`config.mk`:
```
export PLATFORM = sky130hd
export DESIGN_NAME = mem_access_stage
export DESIGN_NICKNAME = d
export VERILOG_FILES = /design/src/rtl/mem_stage_pkg.sv /design/src/rtl/dmem_ram.sv /design/src/rtl/mem_access_stage.sv
export SDC_FILE = /design/constraint.sdc
export NUM_CORES = 1
export LEC_CHECK = 0
export ABC_AREA = 1
export CAP_MARGIN = 20
export CORE_ASPECT_RATIO = 0.5
export CORE_UTILIZATION = 40
export DETAILED_ROUTE_END_ITERATION = 7
export DONT_BUFFER_PORTS = 1
export GPL_ROUTABILITY_DRIVEN = 0
export GPL_TIMING_DRIVEN = 0
export PLACE_DENSITY = 0.6
export REMOVE_ABC_BUFFERS = 1
export SLEW_MARGIN = 20
export SYNTH_ARGS = -nofsm -noshare
export SYNTH_HDL_FRONTEND = slang
export SYNTH_SLANG_ARGS = --single-unit
```
`constraint.sdc`:
```
create_clock -name clk -period 8.9 [get_ports clk]
set_clock_uncertainty 0.15 [all_clocks]
set_input_delay 1.78 -clock clk [delete_from_list [all_inputs] [get_ports clk]]
set_output_delay 1.78 -clock clk [all_outputs]
set_load 0.01 [all_outputs]
```
`src/rtl/mem_stage_pkg.sv`:
```
// Shared encodings for the MEM stage: operation codes, access sizes, FSM states.
package mem_stage_pkg;

    localparam logic [1:0] OP_PASS  = 2'b00;
    localparam logic [1:0] OP_LOAD  = 2'b01;
    localparam logic [1:0] OP_STORE = 2'b10;

    localparam logic SZ_WORD = 1'b0;
    localparam logic SZ_BYTE = 1'b1;

    typedef enum logic {
        ST_IDLE = 1'b0,
        ST_WAIT = 1'b1
    } state_e;

endpackage

```
`src/rtl/dmem_ram.sv`:
```
// Single-port data RAM: synchronous byte-enabled write, asynchronous read.
module dmem_ram #(
    parameter int S = 15,
    parameter int A = 6
) (
    input  logic         clk,
    input  logic [1:0]   we_i,
    input  logic [A-1:0] idx_i,
    input  logic [S:0]   wdata_i,
    output logic [S:0]   rdata_o
);

    logic [S:0] mem [2**A];

    // Byte-lane write: lane 0 is [7:0], lane 1 is everything above.
    always_ff @(posedge clk) begin
        if (we_i[0]) mem[idx_i][7:0] <= wdata_i[7:0];
        if (we_i[1]) mem[idx_i][S:8] <= wdata_i[S:8];
    end

    assign rdata_o = mem[idx_i];

endmodule

```
`src/rtl/mem_access_stage.sv`:
```
// MEM stage: pass-through of ALU results, word/byte load/store against a local
// data RAM with W wait states, stall toward EX/MEM while an access is pending.
module mem_access_stage
    import mem_stage_pkg::*;
#(
    parameter int S = 15,
    parameter int C = 1,
    parameter int A = 6,
    parameter int W = 2
) (
    input  logic         clk,
    input  logic         rst,
    input  logic         in_valid,
    input  logic [1:0]   in_op,
    input  logic         in_size,
    input  logic [S:0]   in_addr,
    input  logic [S:0]   in_wdata,
    input  logic [C:0]   in_ctrl,
    output logic [S:0]   out_word,
    output logic [7:0]   out_byte,
    output logic [C:0]   out_ctrl,
    output logic         out_valid,
    output logic         stall,
    output logic         misalign
);

    localparam bit       ZERO_WS  = (W == 0);
    localparam int       CNT_INIT = (W > 0) ? (W - 1) : 0;

    state_e      state_q, state_d;
    logic [3:0]  cnt_q, cnt_d;

    // Operands captured at accept time for multi-cycle accesses.
    logic [1:0]  op_q;
    logic        size_q;
    logic [S:0]  addr_q, wdata_q;
    logic [C:0]  ctrl_q;

    logic [S:0]  word_q;
    logic [7:0]  byte_q;
    logic [C:0]  octrl_q;
    logic        valid_q, mis_q;

    logic        is_mem_in, accept_mem, accept_pass, do_access;
    logic [1:0]  cur_op;
    logic        cur_size;
    logic [S:0]  cur_addr, cur_wdata;
    logic [C:0]  cur_ctrl;
    logic [1:0]  ram_we;
    logic [S:0]  ram_wdata, ram_rdata;
    logic [7:0]  lane;

    assign is_mem_in   = (in_op == OP_LOAD) || (in_op == OP_STORE);
    assign accept_mem  = (state_q == ST_IDLE) && in_valid && is_mem_in;
    assign accept_pass = (state_q == ST_IDLE) && in_valid && !is_mem_in;

    // With zero wait states the access happens at the accept edge, using live inputs.
    assign cur_op    = (state_q == ST_IDLE) ? in_op    : op_q;
    assign cur_size  = (state_q == ST_IDLE) ? in_size  : size_q;
    assign cur_addr  = (state_q == ST_IDLE) ? in_addr  : addr_q;
    assign cur_wdata = (state_q == ST_IDLE) ? in_wdata : wdata_q;
    assign cur_ctrl  = (state_q == ST_IDLE) ? in_ctrl  : ctrl_q;

    assign lane = cur_addr[0] ? ram_rdata[15:8] : ram_rdata[7:0];

    // State register and wait-state countdown.
    always_ff @(posedge clk or negedge rst) begin
        if (!rst) begin
            state_q <= ST_IDLE;
            cnt_q   <= 4'd0;
        end else begin
            state_q <= state_d;
            cnt_q   <= cnt_d;
        end
    end

    // Next state: enter WAIT on a memory op when wait states exist, leave when count hits 0.
    always_comb begin
        state_d = state_q;
        cnt_d   = cnt_q;
        case (state_q)
            ST_IDLE: begin
                if (accept_mem && !ZERO_WS) begin
                    state_d = ST_WAIT;
                    cnt_d   = 4'(CNT_INIT);
                end
            end
            ST_WAIT: begin
                if (cnt_q == 4'd0) state_d = ST_IDLE;
                else               cnt_d   = cnt_q - 4'd1;
            end
            default: state_d = ST_IDLE;
        endcase
    end

    // FSM outputs: stall while waiting, access strobe and RAM write controls.
    always_comb begin
        stall     = (state_q == ST_WAIT);
        do_access = ZERO_WS ? accept_mem : ((state_q == ST_WAIT) && (cnt_q == 4'd0));
        ram_wdata = cur_wdata;
        ram_we    = 2'b00;
        if (cur_size == SZ_BYTE) ram_wdata[15:8] = cur_wdata[7:0];
        // Gate with reset so an aborted access never reaches the array.
        if (do_access && (cur_op == OP_STORE) && rst) begin
            if (cur_size == SZ_WORD) ram_we = 2'b11;
            else                     ram_we = cur_addr[0] ? 2'b10 : 2'b01;
        end
    end

    // Capture operands when a memory op is accepted.
    always_ff @(posedge clk or negedge rst) begin
        if (!rst) begin
            op_q    <= OP_PASS;
            size_q  <= SZ_WORD;
            addr_q  <= '0;
            wdata_q <= '0;
            ctrl_q  <= '0;
        end else if (accept_mem) begin
            op_q    <= in_op;
            size_q  <= in_size;
            addr_q  <= in_addr;
            wdata_q <= in_wdata;
            ctrl_q  <= in_ctrl;
        end
    end

    // Registered results toward MEM/WB; valid, ctrl and misalign are single-cycle pulses.
    always_ff @(posedge clk or negedge rst) begin
        if (!rst) begin
            word_q  <= '0;
            byte_q  <= '0;
            octrl_q <= '0;
            valid_q <= 1'b0;
            mis_q   <= 1'b0;
        end else begin
            valid_q <= 1'b0;
            octrl_q <= '0;
            mis_q   <= 1'b0;
            if (accept_pass) begin
                word_q  <= in_addr;
                octrl_q <= in_ctrl;
                valid_q <= 1'b1;
            end else if (do_access) begin
                valid_q <= 1'b1;
                octrl_q <= cur_ctrl;
                mis_q   <= (cur_size == SZ_WORD) && cur_addr[0];
                if (cur_op == OP_LOAD) begin
                    if (cur_size == SZ_WORD) begin
                        word_q <= ram_rdata;
                        byte_q <= ram_rdata[7:0];
                    end else begin
                        word_q <= {{(S-7){1'b0}}, lane};
                        byte_q <= lane;
                    end
                end else begin
                    word_q <= cur_addr;
                end
            end
        end
    end

    dmem_ram #(.S(S), .A(A)) u_ram (
        .clk     (clk),
        .we_i    (ram_we),
        .idx_i   (cur_addr[A:1]),
        .wdata_i (ram_wdata),
        .rdata_o (ram_rdata)
    );

    assign out_word  = word_q;
    assign out_byte  = byte_q;
    assign out_ctrl  = octrl_q;
    assign out_valid = valid_q;
    assign misalign  = mis_q;

endmodule

```
# Word-level counts from Yosys, hierarchy flattened
# Memory sizes are Yosys's and may differ from the RTL's.
# Cells that the tools add are included.
classes:
  n_bitwise: 3
  add_sub_neg: 1
  n_eq_ne: 6
  muxes: 31
  n_reduce_logical: 13
op_table:
  columns: ["op", "count"]
  rows:
  - ["$mux 16", 6]
  - ["$mux 8", 3]
  - ["$mux 2", 7]
  - ["$mux 1", 11]
  - ["$mux 4", 2]
  - ["$pmux 4 s2", 1]
  - ["$logic_and 1x1->1", 7]
  - ["$eq 2x1->1 const B", 2]
  - ["$eq 2x2->1 const B", 2]
  - ["$logic_not 4->1", 1]
  - ["$ne 2x2->1 const B", 2]
  - ["$sub 4x1->4 const B", 1]
  - ["$not 1->1", 3]
  - ["$reduce_and 3->1", 1]
  - ["$pmux 1 s2", 1]
  - ["$reduce_and 2->1", 1]
  - ["$reduce_bool 2->1", 1]
  - ["$logic_not 1->1", 1]
  - ["$logic_or 1x1->1", 1]
totals:
  ramBits: 1024
  in_bits: 40
  register_bits: 70
  wordCells: 67
  memories: 1
memory_table:
  columns: ["name", "depth", "word_bits", "rd", "rd_ports_with_merged_regs", "wr", "line", "source"]
  rows:
  - ["u_ram.mem", 64, 16, 1, 0, 1, "dmem_ram.sv:13", "logic [S:0] mem [2**A];"]

# Logic depth before layout (Yosys ltp)
logic_depth:
  ltp_word: 7
  depth_mapped: 17
  ltp_nobuf: 15

# By module
# Synthesis repeated with hierarchy kept, for this count alone.
unflattened:
  hier_cells: 4831
  area_unflattened_um2: 47729.5
by_module_without_submodules:
  columns: ["mod", "n_inst", "area_per_inst_um2", "cells_each"]
  rows:
  - ["dmem_ram", 1, 44004.7, 4329]
  - ["mem_access_stage", 1, 3724.8, 502]

# Worst setup path before layout
# Ideal clock, no wire load.
synth_path:
  kind: "input to register"
  startpoint: "input in_wdata[2]"
  endpoint: "memory u_ram.mem[0][10] (netlist name) (data pin)"
  setup_slack_ns: 2.238
  stages: 4
  required_time_ns: 8.048
  arrival_ns: 5.810
  setup_time_ns: 0.702
  path_cell_list: "inv_1 -> o21ai_0 -> nand2_1 -> o21ai_0"
synth_between:
  elab_chain_len: 2
synth_rtl:
  columns: ["element", "line", "source"]
  rows:
  - ["start, declared", "mem_access_stage.sv:17", "input logic [S:0] in_wdata,"]
  - ["$mux 16", "mem_access_stage.sv:61", "assign cur_wdata = (state_q == ST_IDLE) ? in_wdata : wdata_q;"]
  - ["net cur_wdata[2]", "mem_access_stage.sv:47", "logic [S:0] cur_addr, cur_wdata;"]
  - ["$mux 8", "mem_access_stage.sv:102", "if (cur_size == SZ_BYTE) ram_wdata[15:8] = cur_wdata[7:0];"]
  - ["net ram_wdata[10]", "mem_access_stage.sv:50", "logic [S:0] ram_wdata, ram_rdata;"]
  - ["end, declared", "dmem_ram.sv:13", null]
# The timed path passes the listed nets, and every way through them passes these cells.

# Final worst setup path
layout_path:
  startpoint: "register state_q, in the netlist stall"
  endpoint: "memory u_ram.mem[34][4] (netlist name), enable pin"
layout_between:
  elab_chain_len: 7
  word_cells_on_any_way: 12
layout_rtl:
  columns: ["element", "line", "source"]
  rows:
  - ["start, declared", "mem_access_stage.sv:30", "state_e state_q, state_d;"]
  - ["start signal, assigned", "mem_access_stage.sv:72", "state_q <= state_d;"]
  - ["$mux 2", "mem_access_stage.sv:58", "assign cur_op = (state_q == ST_IDLE) ? in_op : op_q;"]
  - ["$eq 2x2->1", "mem_access_stage.sv:104", "if (do_access && (cur_op == OP_STORE) && rst) begin"]
  - ["$logic_and 1x1->1 (2 in series)", "mem_access_stage.sv:104", null]
  - ["$mux 2", "mem_access_stage.sv:104", null]
  - ["$mux 1", "dmem_ram.sv:17", "if (we_i[0]) mem[idx_i][7:0] <= wdata_i[7:0];"]
  - ["$mux 1 (not written as such)", "dmem_ram.sv:17", null]
# Parallel ways exist; a longest one is shown, timed or not.

==> impl_metrics.ini <==
[status]
status = finished, final reports clean

[setup_path]
path_depth = 9
worstSetupStartpointType = register
crit_buf_inv = 4
cp_top_family = simple AND/OR/NAND/NOR gates
criticalPathCategory = register to register
crit_path_max_fanout = 57
end_kind = register
crit_path_top_delay_cell = dfrtp_4
arrival_ps = 5760
r2r_cells = 9
cp.required_ps = 9060
path_cells = inv_1 > nand2_1 > nand2_2 > nor2_4 > buf_12 > buf_16 > nand2_2 > buf_16 > nor3_1
slowest_delay_ps = 960

[logic_synthesis]
synthCells = 4427
ys_types = 33
synth.yosys.warnings = 0
seq_area_frac_synth_pct = 69.2
ys_ff_latch = 1094
synth_area_um2 = 47000
async_reset_ff_share_pct = 6.40
netlist.area_leader.share_pct = 65.5
yosysTopAreaCell = edfxtp_1
synth.top_cells.by_area = edfxtp_1, nand2_1, inv_1
avgSynthCellArea_um2 = 10.6
ys.flop_type = edfxtp_1
synth_edf_count = 1024

[final_layout]
fin_nets = 4423
ff_latch_area_um2 = 32500
final_area_um2 = 54100
final_util_pct = 46.7
num-fill-cells = 10300
multiInputGateArea_um2 = 12100
area_delta_synth_final_pct = 15.3
layout-drive-gt1-share_pct = 10.5

[grt]
grt_max_degree = 127
grtUsageTotal_pct = 19.5
first_global_vias = 28100
antenna_found_initial = 1
grt_pass1_wl_um = 175000
grt-ovfl-total = 0

[job]
cap_violations = 0

[sta]
post-route-min-period_ps = 5600
tightest_slew_ps = 1100
rsz0062_at_grt = no
setup_viol = 0
finalSetupTns_ps = 0
relSlewSlack_pct = 26.2
maxSlewViolCount = 0
fmax_mhz = 179
whs_ps = 323
layout_setup_ws_ps = 3300
hold_viol_final = 0
period_share_pct = 62.9

[clock_network]
path_clk_slew_ps = 60
cts.htree.levels = 3
cts_setup_buffers = 0
cts.repair.resized = 0
insertion_delay_ps = 700
clk_path_buf_depth = 3
cts_sinks = 1094
postCtsHoldBufs = 0
cts-root-buf = clkbuf_16
numCtsBuffers = 103
cts_tree = yes

[power]
p_int_mw = 11.6
power_density_nw_per_um2 = 357
swShare_pct = 39.8
pwr-share-seq_pct = 36.1
clkPwrFrac_pct = 22.2
p_sw_mw = 7.69
peakVddDrop_uv = 335
leakage_nw = 21.4
combPwrFrac_pct = 41.7

[route]
ant_nets = 0
drt_first_pass_iters = 5
via_per_inst = 5.01
vias = 30300
wire_per_inst_um = 19.2
drt_iter0_drc = 2849
drcViolationCount = 0
drt-total-wl_um = 116000

[die]
dieArea_um2 = 119000
start_util_pct = 40.5
core_um2 = 116000
die_w_um = 487
ios = 69
fp-row-count = 88
die_h_um = 244

[placed_design]
hpwlAfterDp_um = 76000
placed_area_um2 = 50700
place_ws_ps = 3030
port_buffers = 0

[hold_path]
hold_depth = 2
hp-class = register to register
cells in the final DEF, fill, tap and decap left out, types with 9 or more instances in the layout:
cell	instances
clkinv_1	22
nor2_1	112
or2_2	65
clkbuf_16	109
dfrtp_1	69
inv_2	9
a21oi_1	23
o21ai_0	181
nor3_1	16
inv_1	558
buf_12	21
nand3_1	263
o21ai_4	20
o211ai_1	153
nor3_2	117
clkinv_2	13
clkbuf_1	26
o21ai_1	19
nand2_1	1515
nand2_2	10
edfxtp_1	1024
buf_16	62
kinds of logic (layout without fill, tap and decap cells):
group	after synthesis	count (layout)	share of synthesized area (%)
simple gates	2126	2126	18.7
flops	1094	1094	69.2
buf+inv	806	843	6.94
compound gates	400	400	5.16
fa+ha+maj	1	1	0.0266
other cells	0	2	0
power by group through the flow:
stage / logic, mW / registers, mW / clock network (mW)
2_1_floorplan: 4.50 / 7.22 / 0
3_3_place_gp: 6.93 / 7.58 / 0
3_5_place_dp: 7.99 / 7.10 / 0
4_1_cts: 8.02 / 6.99 / 4.34
5_1_grt: 8.71 / 7.00 / 4.54
6_report: 8.05 / 6.99 / 4.29
flip-flops by register name (all words and copies together) (netlist names), 2 cells and up:
signal and flops:
addr_q 16, out_word 16, wdata_q 16, ctrl_q 2, u_ram.mem 1024, cnt_q 4, out_ctrl 2, out_byte 8
op_q 2
cell type report:
type	instances	share of cell area, %
Inverter	569	3.95
Clock inverter	45	0.603
Multi-Input combinational cell	2527	22.3
Antenna cell	2	0.00925
Sequential cell	1094	60.1
Tap cell	1575	3.64
Clock buffer	142	5.40
Timing Repair Buffer	87	4.02
cells in the mapped netlist, types with 23 or more instances:
cell type,number
nand2_1,1527
edfxtp_1,1024
inv_1,559
nand3_1,263
o21ai_0,197
o211ai_1,153
buf_2,135
nor3_1,132
nor2_1,116
clkbuf_1,81
dfrtp_1,70
or2_2,65
a21oi_1,23
per-stage QoR:
step	instances	power [mW]
floorplan	4190	11.7
global placement	5765	14.5
detailed placement	5849	15.1
CTS	6036	19.3
global route	6039	20.3
finish	6041	19.3
per-layer routing:
metal | vias up | part of all wire, % | track usage [%]
met1 | 14600 | 44 | 27.5
li1 | 14600 | - | -
met2 | 917 | 46 | 30.9
met5 | - | 0 | 0
met4 | 0 | 3.2 | 6.50
met3 | 195 | 6.1 | 2.81
path summary, 6_finish.rpt:
check / slack [ps] / end / from
max in group asynchronous: 7840 / out_word[12]$_DFFE_PN0P_ / rst
max: 3300 / u_ram.mem[34][4]$_DFFE_PP_ / stall$_DFF_PN0_
min reg2reg: 320 / size_q$_DFFE_PN0P_ / size_q$_DFFE_PN0P_
max reg2reg: 3300 / u_ram.mem[34][4]$_DFFE_PP_ / stall$_DFF_PN0_
min: 320 / size_q$_DFFE_PN0P_ / size_q$_DFFE_PN0P_
min in group asynchronous: 630 / addr_q[14]$_DFFE_PN0P_ / rst
tightest hold or removal path, stage by stage (launching register included):
cell,delay [ps]
dfrtp_1,340
nand2_1,50
nand2_1,50
No activity file was read; power rests on OpenSTA's default activity.
